<file path="src/rtl/rxshift_if.sv">
// rxshift_if: receive byte handshake between the deserializer and the read side
interface rxshift_if #(parameter int DATA_BITS = 8);
  logic [DATA_BITS-1:0] o_Rx_Data;
  logic                 o_Rx_Valid;
  logic                 o_Frame_Err;
  logic                 o_Overrun;
  logic                 i_Ack;
  modport master (output o_Rx_Data, o_Rx_Valid, o_Frame_Err, o_Overrun, input i_Ack);
  modport slave  (input o_Rx_Data, o_Rx_Valid, o_Frame_Err, o_Overrun, output i_Ack);
endinterface

</file>
<file path="src/rtl/rxshift.sv">
// rxshift: oversampling UART receiver with mid-bit sampling, framing/overrun flags and ack handshake
module rxshift #(
  parameter int DATA_BITS = 8,
  parameter int BAUD_W    = 8
) (
  input  logic              i_Pclk,
  input  logic              i_Preset,
  input  logic [BAUD_W-1:0] i_Baud,
  input  logic              i_Rx_Serial,
  output logic              o_Busy,
  rxshift_if.master         bus
);
  localparam int IW = $clog2(DATA_BITS);
  localparam logic [2:0] IDLE  = 3'd0;
  localparam logic [2:0] START = 3'd1;
  localparam logic [2:0] DATA  = 3'd2;
  localparam logic [2:0] STOP  = 3'd3;
  localparam logic [2:0] BREAK = 3'd4;
  logic [1:0]           sync_q, sync_d;
  logic [2:0]           state_q, state_d;
  logic [BAUD_W-1:0]    count_q, count_d, b, h;
  logic [IW-1:0]        idx_q, idx_d;
  logic [DATA_BITS-1:0] shift_q, shift_d, data_q, data_d;
  logic                 valid_q, valid_d, ferr_q, ferr_d, ovr_q, ovr_d;
  logic                 rx_s, hit_h, hit_b, load, take;
  always_comb begin
    b       = (i_Baud < BAUD_W'(2)) ? BAUD_W'(2) : i_Baud;
    h       = b >> 1;
    rx_s    = sync_q[1];
    sync_d  = {sync_q[0], i_Rx_Serial};
    // >= rather than == keeps the FSM moving if i_Baud shrinks mid-frame
    hit_h   = count_q >= h - BAUD_W'(1);
    hit_b   = count_q >= b - BAUD_W'(1);
    state_d = state_q;
    count_d = count_q + BAUD_W'(1);
    idx_d   = idx_q;
    shift_d = shift_q;
    case (state_q)
      IDLE: begin
        count_d = '0;
        idx_d   = '0;
        state_d = rx_s ? IDLE : START;
      end
      START: if (hit_h) begin
        count_d = '0;
        state_d = rx_s ? IDLE : DATA;
      end
      DATA: if (hit_b) begin
        count_d         = '0;
        shift_d[idx_q]  = rx_s;
        idx_d           = idx_q + IW'(1);
        state_d         = (idx_q == IW'(DATA_BITS - 1)) ? STOP : DATA;
      end
      STOP: if (hit_b) begin
        count_d = '0;
        state_d = rx_s ? IDLE : BREAK;
      end
      BREAK: begin
        count_d = '0;
        state_d = rx_s ? IDLE : BREAK;
      end
      default: begin
        count_d = '0;
        state_d = IDLE;
      end
    endcase
    load    = (state_q == STOP) && hit_b;
    take    = load && (!valid_q || bus.i_Ack);
    data_d  = take ? shift_q : data_q;
    ferr_d  = take ? ~rx_s : ferr_q;
    valid_d = take || (valid_q && !bus.i_Ack);
    ovr_d   = (load && !take) ? 1'b1 : (bus.i_Ack && valid_q) ? 1'b0 : ovr_q;
  end
  always_ff @(posedge i_Pclk or posedge i_Preset) begin
    if (i_Preset) begin
      sync_q  <= '1;
      state_q <= IDLE;
      count_q <= '0;
      idx_q   <= '0;
      shift_q <= '0;
      data_q  <= '0;
      valid_q <= 1'b0;
      ferr_q  <= 1'b0;
      ovr_q   <= 1'b0;
    end else begin
      sync_q  <= sync_d;
      state_q <= state_d;
      count_q <= count_d;
      idx_q   <= idx_d;
      shift_q <= shift_d;
      data_q  <= data_d;
      valid_q <= valid_d;
      ferr_q  <= ferr_d;
      ovr_q   <= ovr_d;
    end
  end
  assign o_Busy          = state_q != IDLE;
  assign bus.o_Rx_Data   = data_q;
  assign bus.o_Rx_Valid  = valid_q;
  assign bus.o_Frame_Err = ferr_q;
  assign bus.o_Overrun   = ovr_q;
endmodule

</file>
<file path="src/flat_wrapper.sv">
// flat-port wrapper written by rule: the top's interface ports become plain ports
module rxshift_flat 
#(
  parameter int DATA_BITS = 8,
  parameter int BAUD_W    = 8
)
  (i_Pclk, i_Preset, i_Baud, i_Rx_Serial, o_Busy, bus_o_Rx_Data, bus_o_Rx_Valid, bus_o_Frame_Err, bus_o_Overrun, bus_i_Ack);
  rxshift_if #(.DATA_BITS(DATA_BITS)) bus_i ();
  input  logic i_Pclk;
  input  logic i_Preset;
  input  logic [BAUD_W-1:0] i_Baud;
  input  logic i_Rx_Serial;
  output logic o_Busy;
  output wire logic [$bits(bus_i.o_Rx_Data)-1:0] bus_o_Rx_Data;
  output wire logic [$bits(bus_i.o_Rx_Valid)-1:0] bus_o_Rx_Valid;
  output wire logic [$bits(bus_i.o_Frame_Err)-1:0] bus_o_Frame_Err;
  output wire logic [$bits(bus_i.o_Overrun)-1:0] bus_o_Overrun;
  input wire logic [$bits(bus_i.i_Ack)-1:0] bus_i_Ack;
  assign bus_o_Rx_Data = bus_i.o_Rx_Data;
  assign bus_o_Rx_Valid = bus_i.o_Rx_Valid;
  assign bus_o_Frame_Err = bus_i.o_Frame_Err;
  assign bus_o_Overrun = bus_i.o_Overrun;
  assign bus_i.i_Ack = bus_i_Ack;
  rxshift #(.DATA_BITS(DATA_BITS), .BAUD_W(BAUD_W)) u_core (.i_Pclk(i_Pclk), .i_Preset(i_Preset), .i_Baud(i_Baud), .i_Rx_Serial(i_Rx_Serial), .o_Busy(o_Busy), .bus(bus_i));
endmodule
</file>
<file path="config.mk">
export PLATFORM = sky130hd
export DESIGN_NAME = rxshift_flat
export DESIGN_NICKNAME = d
export VERILOG_FILES = /design/src/rtl/rxshift_if.sv /design/src/rtl/rxshift.sv /design/src/flat_wrapper.sv
export SDC_FILE = /design/constraint.sdc
export NUM_CORES = 1
export LEC_CHECK = 0
export CORE_ASPECT_RATIO = 1.5
export CORE_UTILIZATION = 51
export CTS_CLUSTER_DIAMETER = 50
export DETAILED_ROUTE_END_ITERATION = 8
export PLACE_DENSITY = 0.76
export SETUP_SLACK_MARGIN = 0.15
export SLEW_MARGIN = 20
export SYNTH_ARGS = -nofsm -noshare
export SYNTH_HDL_FRONTEND = slang
export SYNTH_SLANG_ARGS = --single-unit
</file>
<file path="constraint.sdc">
create_clock -name i_Pclk -period 2.1 [get_ports i_Pclk]
set_input_delay 0.21 -clock i_Pclk [delete_from_list [all_inputs] [get_ports i_Pclk]]
set_output_delay 0.21 -clock i_Pclk [all_outputs]
set_load 0.01 [all_outputs]
</file>
==> qor.csv, run 1 <==
metric,value,unit
status,"complete, but fails checks",
VDD IR max,0.7926,mV
CP Launch Type,input pin,
die area,4565,um2
"Slew Viols, Final",0,
yosys warns,0,
async set-reset flop share out of synthesis,100.0,%
Fillers,203,
Post-synth top flop,dfrtp_1,
Max Root-Sink Buffers,2,
adder-cell share of the synthesized area,12.57,%
Pleak,1.558,nW
grt total ovfl,0,
initial antenna violation count,0,
DP Wirelength,3.631,mm
WP data arrival,3270,ps
first-pass GRT wire length,8.942,mm
CP max stage cell,o31a_4,
compound-gate portion of the synthesized area,11.43,%
Power Density,636.6,nW/um2
critical-path cell list,buf_8 > nor4_4 > buf_4 > a21oi_4 > buf_6 > ha_4 > buf_4 > a31oi_4 > xnor2_2 > ha_1 > nand4_1 > buf_4 > o31a_4 > nor4_4 > mux2_4,
Die W,55.50,um
GRT Total Usage,25.99,%
Seq cells post-synth,35,
n_diodes,0,
"leading cell type in the layout, fill and taps excluded",buf_4,
via/cell ratio,5.912,
Multi-input gate area,1555,um2
final setup fails,33,
failing checks,negative setup slack,
register area share after synthesis,40.11,%
worst skew pair latency,300,ps
Post-synth EDFFs,0,
Core ar.,4029,um2
clk sink count,35,
minimum clock period,3102,ps
RSZ-0062 raised after global routing,yes,
CP bufs+invs,5,
cell mode on critical path,buf_4,
CTS tree,built,
Achievable Freq,322.4,MHz
via count,1957,
initial DRC count,63,
Synth Area in XOR/XNOR,6.000,%
IO Count,24,
hold slack,308.6,ps
"Hold Vio Cnt, Final",0,
Synth Area in Simple Gates,16.80,%
placed insts,301,
placed cell area,2748,um2
Num CTS Buffers,5,
Initial DRT Pass Iterations,4,
clock skew,11.03,ps
post-synth cell types,47,
max-cap violations,0,
Residual DRC,0,
drt wl/cell,18.50,um
clk slew on worst S/H paths,70,ps
crit-path max cell delay,380,ps
Synth Cell Area,2190,um2
GPL Wtd Cong,0.8972,
port buffer count,23,
setup TNS,-28820,ps
clk root buf,clkbuf_8,
Tcrit/Tclk final,147.7,%
share of cells above drive strength 1,45.10,%
row count,28,
remaining antenna violation count after routing,0,
pre-CTS WS,-1430,ps
final std cells w/o fill,331,
Initial Utilization,54.35,%
Die Ht,82.25,um
H-tree depth,2,
layout net count,319,
"commonest cells after routing, fill and taps aside","buf_4, dfrtp_1, ha_1, clkdlybuf4s50_1, nand2_1",
crit path kind,in -> reg,
sequential cell area,878.3,um2
Critical Path RT,2270,ps
vias in the first global route,2004,
synthesized area per cell,10.68,um2
Setup crit end kind,flop,
Area Growth Syn to Fin,51.60,%
Hold Crit Class,in -> async,
"Max FO, Critical Path",5,
"delay-heaviest family, CP",simple AND/OR/NAND/NOR gates,
Gate Count Post-Synth,205,
Final Worst Setup Slack,-1002,ps
largest net degree at the start of global routing,36,
final WL,6.124,mm
main combinational cell family by area after synthesis,simple AND/OR/NAND/NOR gates,
mux share of post-synthesis cell area,9.143,%
Post-Syn Nets,239,
fin area,3319,um2
[routing by layer]
| metal | wire length, um | vias up | track usage, % |
|---|---|---|---|
| li1 | - | 897 | - |
| met1 | 2132 | 980 | 25.33 |
| met2 | 3476 | 52 | 51.45 |
| met3 | 179 | 28 | 3.894 |
| met4 | 335 | 0 | 15.75 |
| met5 | 0 | - | 0 |
[worst register-to-register path, delay by kind of cell, from the launching register on]
family,cells,cell delay [ps]
adders and majority gates,1,280
muxes,1,330
AOI/OAI and AO/OA,2,440
buffers and inverters,3,410
DFF,1,350
and+or+nand+nor,2,310
[Yosys cell counts, drive strengths merged (2+ instances only)]
cell type | number | share of area (%)
dfrtp | 33 | 38
ha | 22 | 13
mux2 | 16 | 8.2
nand2 | 15 | 2.6
nor2 | 13 | 2.3
inv | 9 | 1.5
a21oi | 8 | 1.8
xnor2 | 8 | 3.2
nor3 | 7 | 1.6
xor2 | 7 | 2.8
nor4 | 6 | 1.7
or3 | 6 | 1.7
nand3 | 5 | 1.1
and3 | 4 | 1.2
nand4 | 4 | 1.8
a31oi | 3 | 1.1
buf | 3 | 1.3
clkbuf | 3 | 0.51
nand2b | 3 | 0.86
nor2b | 3 | 0.86
o21a | 3 | 1.1
o21ai | 3 | 0.69
o31a | 3 | 1.6
a2111oi | 2 | 1.7
dfstp | 2 | 2.4
mux2i | 2 | 0.91
[what timing repair did]
action,in CTS,in global routing
endpoints found under the setup margin,33,33
endpoints found under the hold margin,0,0
resized for setup,62,27
pin swaps,31,18
setup buffers,12,9
hold buffers,0,0
cloned,1,0
[worst paths after layout]
path                                                       end  slack, ps                        start  depth (start not counted)
setup / recovery                 u_core.shift_q[0]$_DFFE_PP0P_      -1000                    i_Baud[6]                         15
hold / removal                     u_core.count_q[1]$_DFF_PP0_        310                     i_Preset                          3
setup reg to reg           u_core.bus.o_Rx_Data[7]$_DFFE_PP0P_       -140  u_core.count_q[0]$_DFF_PP0_                          9
hold reg to reg                     u_core.sync_q[1]$_DFF_PP1_        360   u_core.sync_q[0]$_DFF_PP1_                          0
max in group asynchronous           u_core.sync_q[0]$_DFF_PP1_       1430                     i_Preset                          3
min in group i_Pclk                 u_core.sync_q[0]$_DFF_PP1_        330                  i_Rx_Serial                          1
[sequential cells by signal (all words and copies together) (netlist names)]
name / flops
u_core.shift_q: 8
u_core.bus.o_Rx_Valid: 1
u_core.count_q: 8
u_core.bus.o_Rx_Data: 8
u_core.sync_q: 2
u_core.idx_q: 3
u_core.bus.o_Frame_Err: 1
u_core.bus.o_Overrun: 1
u_core.state_q: 3
[kinds of logic after synthesis]
group | Yosys count
simple gates | 69
flops | 35
compound gates | 29
fa+ha+maj | 22
mux | 18
buf+inv | 16
xor+xnor | 15
other cells | 1
[metrics by stage]
stage,total power [mW],util [%]
CTS,2.017,77.21
floorplan,1.169,-
global route,2.214,82.39
detailed placement,1.407,68.20
finish,2.113,82.39
global placement,1.394,68.20
[power by group]
| group | total, mW | internal [mW] | switching [mW] | leakage, nW |
|---|---|---|---|---|
| combinational | 0.804 | 0.371 | 0.433 | 1.03 |
| sequential | 0.777 | 0.717 | 0.0602 | 0.473 |
| clock | 0.533 | 0.299 | 0.234 | 0.0515 |
| total | 2.11 | 1.39 | 0.727 | 1.56 |
[area by class of cell]
| type | count | area share (%) |
|---|---|---|
| clock buffers | 8 | 3.015 |
| multi-input cells | 155 | 46.85 |
| flip-flops and latches | 35 | 26.46 |
| repair buffers | 79 | 20.96 |
| well taps | 45 | 1.696 |
| inverters | 9 | 1.018 |
Power figures use the tool's default switching activity.
==> inputs of run 2 (changes only) <==
--- a/config.mk
+++ b/config.mk
@@ -6,6 +6,7 @@
 export NUM_CORES = 1
 export LEC_CHECK = 0
 export CORE_ASPECT_RATIO = 1.5
+export CORE_MARGIN = 8
 export CORE_UTILIZATION = 51
 export CTS_CLUSTER_DIAMETER = 50
 export DETAILED_ROUTE_END_ITERATION = 8
==> qor.csv, run 2 (synthesis gave the netlist of run 1 again) <==
metric,value,unit
clock skew,14.54,ps
final setup fails,33,
VDD IR max,0.7483,mV
port buffer count,23,
worst skew pair latency,310,ps
"Max FO, Critical Path",5,
Critical Path RT,2280,ps
drt wl/cell,19.13,um
WP data arrival,3060,ps
remaining antenna violation count after routing,0,
Achievable Freq,347.2,MHz
status,"complete, but fails checks",
RSZ-0062 raised after global routing,yes,
H-tree depth,2,
CP Launch Type,input pin,
layout net count,314,
DP Wirelength,3.812,mm
IO Count,24,
Power Density,684.6,nW/um2
via count,1916,
Max Root-Sink Buffers,2,
share of cells above drive strength 1,42.70,%
crit path kind,in -> reg,
Hold Crit Class,in -> async,
"commonest cells after routing, fill and taps aside","buf_4, dfrtp_1, ha_1, clkdlybuf4s50_1, nand2_1",
vias in the first global route,2112,
relative slew slack,49.71,%
Area Growth Syn to Fin,49.43,%
die area,6689,um2
minimum clock period,2880,ps
post-layout util,78.41,%
Initial Utilization,52.47,%
cts hold-fix bufs,0,
initial DRC count,69,
initial antenna violation count,0,
"Hold Vio Cnt, Final",0,
hold slack,306.9,ps
row count,29,
GPL Wtd Cong,0.8729,
Tcrit/Tclk final,137.1,%
GRT Total Usage,19.86,%
Pleak,1.537,nW
Num CTS Buffers,5,
first-pass GRT wire length,10.34,mm
"leading cell type in the layout, fill and taps excluded",buf_4,
Core ar.,4173,um2
grt total ovfl,0,
CTS tree,built,
total power,2.240,mW
clk slew on worst S/H paths,70,ps
via/cell ratio,5.859,
max-cap violations,0,
largest net degree at the start of global routing,36,
CP max stage cell,o31a_4,
"Slew Viols, Final",0,
n_diodes,0,
failing checks,negative setup slack,
clk root buf,clkbuf_8,
crit-path max cell delay,400,ps
Die W,69.50,um
critical-path cell list,buf_6 > nor4_4 > a21oi_2 > buf_4 > ha_4 > a31o_4 > xor2_1 > ha_2 > a2111oi_4 > buf_4 > o31a_4 > nor4_4 > mux2_4,
Final Worst Setup Slack,-780.0,ps
Worst Tran Pin Value,752.8,ps
clk sink count,35,
Setup crit end kind,flop,
Residual DRC,0,
Initial DRT Pass Iterations,4,
Die Ht,96.25,um
final WL,6.256,mm
run 2: cell count changes in the layout (fill, tap and decap cells not counted), sizes merged:
cell and change:
buf -7, bufinv +1, clkbuf -2, clkdlybuf4s15 +1, clkinv +1, nand4 +1
run 2: area by class of cell:
| class | count | area [um2] |
|---|---|---|
| Multi-Input combinational cell | 156 | 1550 |
| Fill cell | 236 | 900.9 |
| Sequential cell | 35 | 879.6 |
| Timing Repair Buffer | 73 | 633.1 |
| Clock buffer | 6 | 82.58 |
| Tap cell | 46 | 57.56 |
| Clock inverter | 2 | 35.03 |
| Inverter | 9 | 33.78 |
run 2: power breakdown:
| part | total [mW] | switching (mW) | internal, mW |
|---|---|---|---|
| logic | 0.817 | 0.442 | 0.374 |
| registers | 0.788 | 0.0695 | 0.718 |
| clock network | 0.636 | 0.252 | 0.384 |
run 2: worst paths after layout:
| check | cells past startpoint | endpoint | startpoint | slack, ps |
|---|---|---|---|---|
| max in group asynchronous | 3 | u_core.sync_q[0]$_DFF_PP1_ | i_Preset | 1450 |
| min in group i_Pclk | 1 | u_core.sync_q[0]$_DFF_PP1_ | i_Rx_Serial | 320 |
| worst max register to register | 10 | u_core.idx_q[2]$_DFFE_PP0P_ | u_core.count_q[0]$_DFF_PP0_ | -280 |
| worst min register to register | 0 | u_core.sync_q[1]$_DFF_PP1_ | u_core.sync_q[0]$_DFF_PP1_ | 350 |
| worst max-delay path | 13 | u_core.shift_q[2]$_DFFE_PP0P_ | i_Baud[5] | -780 |
| worst min-delay path | 3 | u_core.state_q[0]$_DFFE_PP0P_ | i_Preset | 310 |
run 2: per-stage QoR:
stage | cells | setup slack, ps | area (um2) | TNS, ps
2_1_floorplan | 205 | -906.6 | 2267 | -23120
3_3_place_gp | 303 | -1413 | 2756 | -42840
3_5_place_dp | 303 | -1435 | 2756 | -43250
4_1_cts | 324 | -685.2 | 3214 | -20570
5_1_grt | 327 | -892.5 | 3272 | -27000
6_report | 327 | -780.0 | 3272 | -23760
run 2: worst max-delay path, delay by kind of cell:
family                   cells  cell delay (ps)
buffers and inverters        3              430
XOR/XNOR                     1              240
adder cells (fa/ha/maj)      2              440
AO/OA/AOI/OAI                4              810
AND/OR/NAND/NOR              2              610
multiplexers                 1              330
run 2: repair_timing:
action	CTS	global route
setup endpoints to repair	33	34
setup buffers	11	3
cloned	2	0
pin swaps	34	13
endpoints found under the hold margin	0	0
gates resized for setup	71	7
run 2: layer usage:
| metal | vias to the layer above | share of wire [%] | global-route usage, % |
|---|---|---|---|
| met5 | - | 0 | 0 |
| met3 | 20 | 4.1 | 5.573 |
| li1 | 895 | - | - |
| met4 | 0 | 3.9 | 11.32 |
| met2 | 58 | 57 | 38.70 |
| met1 | 943 | 35 | 18.05 |
